## src/rtl/fifo_pop_streamer.sv

```systemverilog
// Pops a commanded number of elements from a registered-output FIFO and replays
// them as a valid/ready stream through a 2-entry skid buffer with credit-based pop issue.
module fifo_pop_streamer #(
    parameter int OUT_W = 16,
    parameter int CNT_W = 16
) (
    input  logic             i_clk,
    input  logic             i_rst,
    input  logic             i_start,
    input  logic [CNT_W-1:0] i_len,
    input  logic             i_abort,
    output logic             o_fifo_pop,
    input  logic             i_fifo_empty,
    input  logic [OUT_W-1:0] i_fifo_dout,
    output logic             o_fifo_clear,
    output logic             o_valid,
    output logic [OUT_W-1:0] o_data,
    input  logic             i_ready,
    output logic             o_busy,
    output logic             o_done,
    output logic [CNT_W-1:0] o_count
);

    localparam logic [1:0] ST_IDLE  = 2'd0;
    localparam logic [1:0] ST_RUN   = 2'd1;
    localparam logic [1:0] ST_DRAIN = 2'd2;
    localparam logic [1:0] ST_DONE  = 2'd3;

    localparam logic [CNT_W-1:0] CNT_ONE = {{(CNT_W-1){1'b0}}, 1'b1};

    logic [1:0]       state_reg, state_next;
    logic [CNT_W-1:0] remaining_reg;
    logic [CNT_W-1:0] len_reg;
    logic [CNT_W-1:0] count_reg;
    logic [1:0]       occ_reg;
    logic             inflight_reg;
    logic             wr_ptr_reg, rd_ptr_reg;
    logic             done_reg;
    logic [OUT_W-1:0] buf_mem [0:1];

    logic deq, cap, active, abort_act, start_ok, start_zero, last_hs;
    logic [2:0] credit_used;

    assign active     = (state_reg == ST_RUN) || (state_reg == ST_DRAIN);
    assign abort_act  = i_abort & active;
    assign start_ok   = (state_reg == ST_IDLE) & i_start & ~i_abort & (i_len != '0);
    assign start_zero = (state_reg == ST_IDLE) & i_start & ~i_abort & (i_len == '0);

    assign o_valid = (occ_reg != 2'd0);
    assign o_data  = o_valid ? buf_mem[rd_ptr_reg] : '0;
    assign deq     = o_valid & i_ready;
    // FIFO data lands one cycle after the pop, so a pending pop always captures next edge
    assign cap     = inflight_reg;
    assign last_hs = deq & (count_reg == len_reg - CNT_ONE);

    // Credits: buffered + in-flight elements, less the one leaving this cycle, must stay below 2
    assign credit_used = {1'b0, occ_reg} + {2'b00, inflight_reg} - {2'b00, deq};
    assign o_fifo_pop  = (state_reg == ST_RUN) & ~i_fifo_empty &
                         (remaining_reg != '0) & (credit_used < 3'd2);

    assign o_fifo_clear = i_abort;
    assign o_busy       = active;
    assign o_done       = done_reg;
    assign o_count      = count_reg;

    always_comb begin
        state_next = state_reg;
        case (state_reg)
            ST_IDLE:  if (start_ok) state_next = ST_RUN;
            ST_RUN: begin
                if (i_abort)
                    state_next = ST_IDLE;
                else if (o_fifo_pop && remaining_reg == CNT_ONE)
                    state_next = ST_DRAIN;
            end
            ST_DRAIN: begin
                if (i_abort)
                    state_next = ST_IDLE;
                else if (last_hs)
                    state_next = ST_DONE;
            end
            default:  state_next = ST_IDLE;
        endcase
    end

    always_ff @(posedge i_clk) begin
        if (i_rst) begin
            state_reg     <= ST_IDLE;
            remaining_reg <= '0;
            len_reg       <= '0;
            count_reg     <= '0;
            occ_reg       <= 2'd0;
            inflight_reg  <= 1'b0;
            wr_ptr_reg    <= 1'b0;
            rd_ptr_reg    <= 1'b0;
            done_reg      <= 1'b0;
        end else begin
            state_reg <= state_next;
            done_reg  <= (state_next == ST_DONE) | start_zero;

            if (deq && count_reg < len_reg)
                count_reg <= count_reg + CNT_ONE;

            if (abort_act) begin
                // Anything still returning from the FIFO is dropped along with the buffer
                occ_reg       <= 2'd0;
                inflight_reg  <= 1'b0;
                remaining_reg <= '0;
                wr_ptr_reg    <= 1'b0;
                rd_ptr_reg    <= 1'b0;
            end else begin
                inflight_reg <= o_fifo_pop;
                occ_reg      <= occ_reg + {1'b0, cap} - {1'b0, deq};
                if (cap)
                    wr_ptr_reg <= ~wr_ptr_reg;
                if (deq)
                    rd_ptr_reg <= ~rd_ptr_reg;
                if (o_fifo_pop)
                    remaining_reg <= remaining_reg - CNT_ONE;
                if (start_ok) begin
                    remaining_reg <= i_len;
                    len_reg       <= i_len;
                    count_reg     <= '0;
                end
            end
        end
    end

    always_ff @(posedge i_clk) begin
        if (cap)
            buf_mem[wr_ptr_reg] <= i_fifo_dout;
    end

endmodule

```

## config.mk

```make
export PLATFORM = sky130hd
export DESIGN_NAME = fifo_pop_streamer
export DESIGN_NICKNAME = d
export VERILOG_FILES = /design/src/rtl/fifo_pop_streamer.sv
export SDC_FILE = /design/constraint.sdc
export NUM_CORES = 1
export LEC_CHECK = 0
export CAP_MARGIN = 20
export CORE_MARGIN = 3
export CORE_UTILIZATION = 40
export CTS_CLUSTER_DIAMETER = 30
export DETAILED_ROUTE_END_ITERATION = 7
export MAX_ROUTING_LAYER = met4
export PLACE_DENSITY = 0.68
export REMOVE_ABC_BUFFERS = 1
export SETUP_SLACK_MARGIN = 0.3
export SYNTH_ARGS = -nofsm -noshare
export SYNTH_HDL_FRONTEND = slang
export SYNTH_SLANG_ARGS = --single-unit
```

## constraint.sdc

```tcl
create_clock -name i_clk -period 3.3 [get_ports i_clk]
set_input_delay 0.33 -clock i_clk [delete_from_list [all_inputs] [get_ports i_clk]]
set_output_delay 0.33 -clock i_clk [all_outputs]
set_load 0.1 [all_outputs]
```

[After elaboration in Yosys (flattened, before gate mapping)]
Memory sizes are Yosys's and may differ from the RTL's. A register that Yosys moved wholly into a read port is not among the register bits.
Cells that the tools add are included.
Storage, ports and cells
  memories kept: 1
  register bits after elaboration: 56
  word-level logic and storage cells: 67
  bits in latches: 0
  output and inout port bits: 37
  memory bits (writable): 32
  bits of input ports: 38
  bits in read-only memories: 0
Operators by class
  order comparisons: 2
  reduce and logical (&&, ||, !) cells: 11
  shifts and indexed selects: 0
  div/mod/pow operators: 0
  $mul: 0
  muxes and demuxes: 16
  add/subtract/negate cells: 7
  bitwise gates (word level): 16
  equal/unequal tests: 5
Memories
  buf_mem: words 2, bits a word 16, read ports 1, clocked after memory_dff 1, wr ports 1, line 39  | logic [OUT_W-1:0] buf_mem [0:1];
Operators by type and width (count)
  $mux 16: 6
  $reduce_bool 16->1: 2
  $sub 16x1->16 const B: 2
  $add 16x1->16 const B: 1
  $eq 16x1->1 const B: 1
  $eq 16x16->1: 1
  $logic_not 16->1: 1
  $lt 16x16->1: 1
  $and 1x1->1: 10
  $mux 2: 5
  $pmux 2 s3: 1
  $not 1->1: 5
  $eq 2x2->1 const B: 2
  $mux 1: 4
  $reduce_bool 2->1: 2
  $add 2x1->3: 1
  $lt 3x2->1 const B: 1
  $sub 3x1->3: 1
  $add 2x1->2: 1
  $eq 2x1->1 const B: 1
  $logic_and 1x1->1: 2
  $logic_not 2->1: 1
  $reduce_and 2->1: 1
  $reduce_or 2->1: 1
  other kinds (3): 3

[Longest topological paths before layout]
  depth in word-level cells: 11
  depth in mapped cells: 14
  depth with buffers taken out: 13

[Worst setup path after synthesis]
No wires, ideal clock.
  kind: register -> register
  from: register occ_reg[1]
  to: register remaining_reg[11]
  setup slack: -0.572 ns
  data required time: 3.168 ns
  buffers on the path: 0
  cell stages (with the launch flop): 14
  setup time: 0.132 ns
  period minus slack after synthesis: 3.872 ns
  data arrival time: 3.740 ns
  path through: dfxtp_1 o21ai_1 inv_1 ha_1 inv_1 ha_1 fa_1 nor2_1 nand3_1 a31oi_2 nand3_1 nor4_1 xnor2_1 a21oi_1
On the way
  word-level cells in the longest chain between the ends: 6
  elaborated cells on any way between the ends: 7
  classes of those cells: add/sub: 2; order compare: 1; bitwise: 2; reduce/logical: 2
RTL lines
  from (decl): line 35  | logic [1:0] occ_reg;
  from (signal assigned): line 113  | occ_reg <= occ_reg + {1'b0, cap} - {1'b0, deq};
  $reduce_bool 2->1: line 49  | assign o_valid = (occ_reg != 2'd0);
  $and 1x1->1: line 51  | assign deq = o_valid & i_ready;
  net deq: line 41  | logic deq, cap, active, abort_act, start_ok, start_zero, last_hs;
  $sub 3x1->3: line 57  | assign credit_used = {1'b0, occ_reg} + {2'b00, inflight_reg} - {2'b00, deq};
  net credit_used[1]: line 42  | logic [2:0] credit_used;
  $lt 3x2->1: line 59  | (remaining_reg != '0) & (credit_used < 3'd2);
  $and 1x1->1: line 59
  net o_fifo_pop: line 12  | output logic o_fifo_pop,
  $reduce_bool 2->1 (no source line)
  to (signal assigned): line 119  | remaining_reg <= remaining_reg - CNT_ONE;
  to (signal assigned): line 121  | remaining_reg <= i_len;
  to (decl): line 32  | logic [CNT_W-1:0] remaining_reg;
The timed path passes the listed nets, and every way through them passes these cells.
A chain may end at the register's enable or synchronous reset.

[Worst setup path after layout]
  from: input port i_ready
  to: output port o_fifo_pop
On the way
  word-level cells in the longest chain between the ends: 4
RTL lines
  from (decl): line 18  | input logic i_ready,
  $and 1x1->1: line 51
  net deq: line 41
  $sub 3x1->3: line 57
  net credit_used[1]: line 42
  $lt 3x2->1: line 59
  $and 1x1->1: line 59
  to (decl): line 12
The timed path passes the listed nets, and every way through them passes these cells.

==> qor.txt <==
Crit path time final = 2.93 ns
Antenna violations before repair = 0
Top post-synthesis cells by area = dfxtp_1 24%, edfxtp_1 20%, ha_1 6.7%
Buffers on Ports = 74
R2r startpoint = len_reg[13]
Critical Path RT = 2.97 ns
Synth Cell Area = 4850 sq um
Net Sw Frac = 38.6%
R2R depth = 8
Core ar. = 11,600 sq um
Clock skew = 0.00860 ns
Final hold vios = 0
DPL Wire Length = 8540 microns
Final period utilization = 88.7%
FF+latch area = 2100 sq um
Vias in the first global route = 3,951
H-tree levels = 3
Switching pwr = 1.38 mW
Worst Path Arrival = 2.60 ns
Post-layout nets = 662
Longest Clk Path Bufs = 2
Sequential fraction of design power = 35.5%
Fillcell total = 1,056
Sequential cell area fraction in the yosys report = 43.3%
Setup crit end kind = output pin
Maxcap violations = 0
CTS root buf = clkbuf_16
Hold EP = len_reg[14]
Crit path launch type = input pin
Distinct cell type count after synthesis = 63
Max FFs per register = 32
Worst Hold Class = register to register
RSZ-0062 raised after global routing = true
Synth top area share = 23.5%
Initial DRC count = 200
Combinational fraction of design power = 34.9%
First-pass iteration count of the detailed router = 4
Ys async rst share = 0%
Most common cell after layout, fill and taps aside = nand2_1
Complex-gate fraction of the synthesized area = 12.8%
Vias = 3,996
Pleak = 2.22 nW
R2R Setup Slk = 0.45 ns
DR WL/cell = 15.4 microns
Cells after DPL = 725
Synth Instances = 522
Die width = 116 microns
Crit path max fanout = 5
Status = finished, final reports clean
# clock sinks = 89
Yosys reg bits = 89
First-pass GRT wire length = 18,600 microns
Total power = 3.58 mW
Die height = 116 microns
Register with the most flip-flops = buf_mem
Clock power share = 29.6%
Cell taking the most area after synthesis = dfxtp_1
Critical path class = input pin to output pin
Most used DFF post-synth = dfxtp_1
Hold path start = len_reg[14]
Final setup vio count = 0
DRC = 0
Total congestion overflow = 0
Post-synth EDFFs = 32
IO Pins = 75
Final non-filler cell total = 745
Syn avg cell area = 9.29 sq um
Int Pwr = 2.20 mW
Achievable frequency = 342 MHz
Synth Area in Adders = 7.12%
Layout Area Growth over Synthesis = 25.2%
Largest net degree at the start of global routing = 26
Die area = 13,500 sq um
Ys Warns = 0
WL final = 11,400 microns
Slew Viols, Final = 0
Num CTS Buffers = 9
IR drop worst, VDD = 0.000205 V
Largest family of logic cells by synthesized area = simple AND/OR/NAND/NOR gates
Worst-path clk slew = 0.06 ns
Pwr dens = 589 nW/um^2
Mux share of post-synthesis cell area = 3.71%
Hold-fix buffers at CTS = 0
Commonest cells after routing, fill and taps aside = 57 x nand2_1, 55 x dfxtp_1, 53 x clkdlybuf4s50_1
Worst slew pin tran = 1.00 ns
Row count = 39
Worst-Skew Late Latency = 0.35 ns
Footprint of the multi-input gates = 2560 sq um
Fraction of layout cells with a size suffix above 1 = 12.0%
Placer Congestion = 0.866
Slew margin rel. = 33.0%
Vias per cell = 5.36
Synth Area in XOR/XNOR = 7.58%
Total track usage = 17.8%
R2r endpoint = o_count[15]
CTS tree = built
Antenna cells = 0
Initial Utilization = 41.8%
Simple-gate share of the synthesized area = 20.8%
Worst Hold Depth = 2
Remaining antenna violation count = 0
cells by family after synthesis:
family | after synthesis
AO/OA/AOI/OAI | 101
XOR/XNOR | 42
adder cells (fa/ha/maj) | 27
buffers and inverters | 53
flip-flops | 89
multiplexers | 18
AND/OR/NAND/NOR | 192
critical path: stages:
cell             delay, ns
clkdlybuf4s50_1       0.43
o21ai_2               0.08
inv_1                 0.06
ha_1                  0.26
inv_1                 0.04
ha_2                  0.17
fa_1                  0.46
nor2_1                0.14
nand3_2               0.12
a31oi_4               0.19
buf_6                 0.15
buf_12                0.17
routing by layer:
metal | global-route usage, % | up-vias | part of all wire, %
li1 | - | 2004 | -
met1 | 21.9 | 1878 | 46
met2 | 29.3 | 99 | 47
met4 | 6.50 | 0 | 1.8
met3 | 3.37 | 15 | 5.1
met5 | - | - | 0
what timing repair did:
action	in CTS	in global routing
setup endpoints to repair	1	10
buffers inserted	0	3
resized for setup	1	10
pin swaps	0	5
power by group through the flow:
stage,Sequential [mW],Clock (mW),Combinational [mW]
finish,1.27,1.06,1.25
global route,1.28,1.13,1.33
CTS,1.27,1.09,1.22
detailed placement,1.29,0,1.22
global placement,1.29,0,1.20
floorplan,1.29,0,0.915
cells in the mapped netlist (7+ instances only):
master and instances:
dfxtp_1 57, edfxtp_1 32, nor4_1 9, inv_1 29, xnor2_1 33, nor2_1 50, o21ai_1 7, a21oi_1 44
xor2_1 9, clkbuf_1 17, nand3_1 7, nor3_1 16, o21ai_0 14, mux2i_1 18, ha_1 26, nand2_1 57
layout make-up:
class | instances | area share, %
sequential | 89 | 34.6
multi-input combinational | 380 | 42.2
clock buffer | 12 | 4.22
clock inverter | 4 | 0.865
inverter | 29 | 1.79
tap | 143 | 2.95
timing repair buffer | 88 | 13.3
through the flow:
| step | instance area [sq um] | hold WS (ns) | utilization [%] | worst slack (ns) | setup TNS (ns) |
|---|---|---|---|---|---|
| after floorplan | 4740 | 0.395 | - | -0.601 | -4.49 |
| after global placement | 5700 | 0.483 | 49.0 | 0.198 | 0 |
| after detailed placement | 5700 | 0.491 | 49.0 | 0.111 | 0 |
| after CTS | 6010 | 0.501 | 51.7 | 0.311 | 0 |
| after global routing | 6070 | 0.537 | 52.3 | 0.232 | 0 |
| final | 6070 | 0.496 | 52.3 | 0.374 | 0 |
how the worst max path moves through the flow:
stage	startpoint	end	cells after the start
floorplan	occ_reg[1]	remaining_reg[11]	13
global placement	i_ready	remaining_reg[11]	14
detailed placement	i_ready	remaining_reg[11]	14
CTS	occ_reg[1]	o_fifo_pop	11
global route	occ_reg[0]	o_fifo_pop	11
finish	i_ready	o_fifo_pop	12
(Power assumes the default switching activity.)
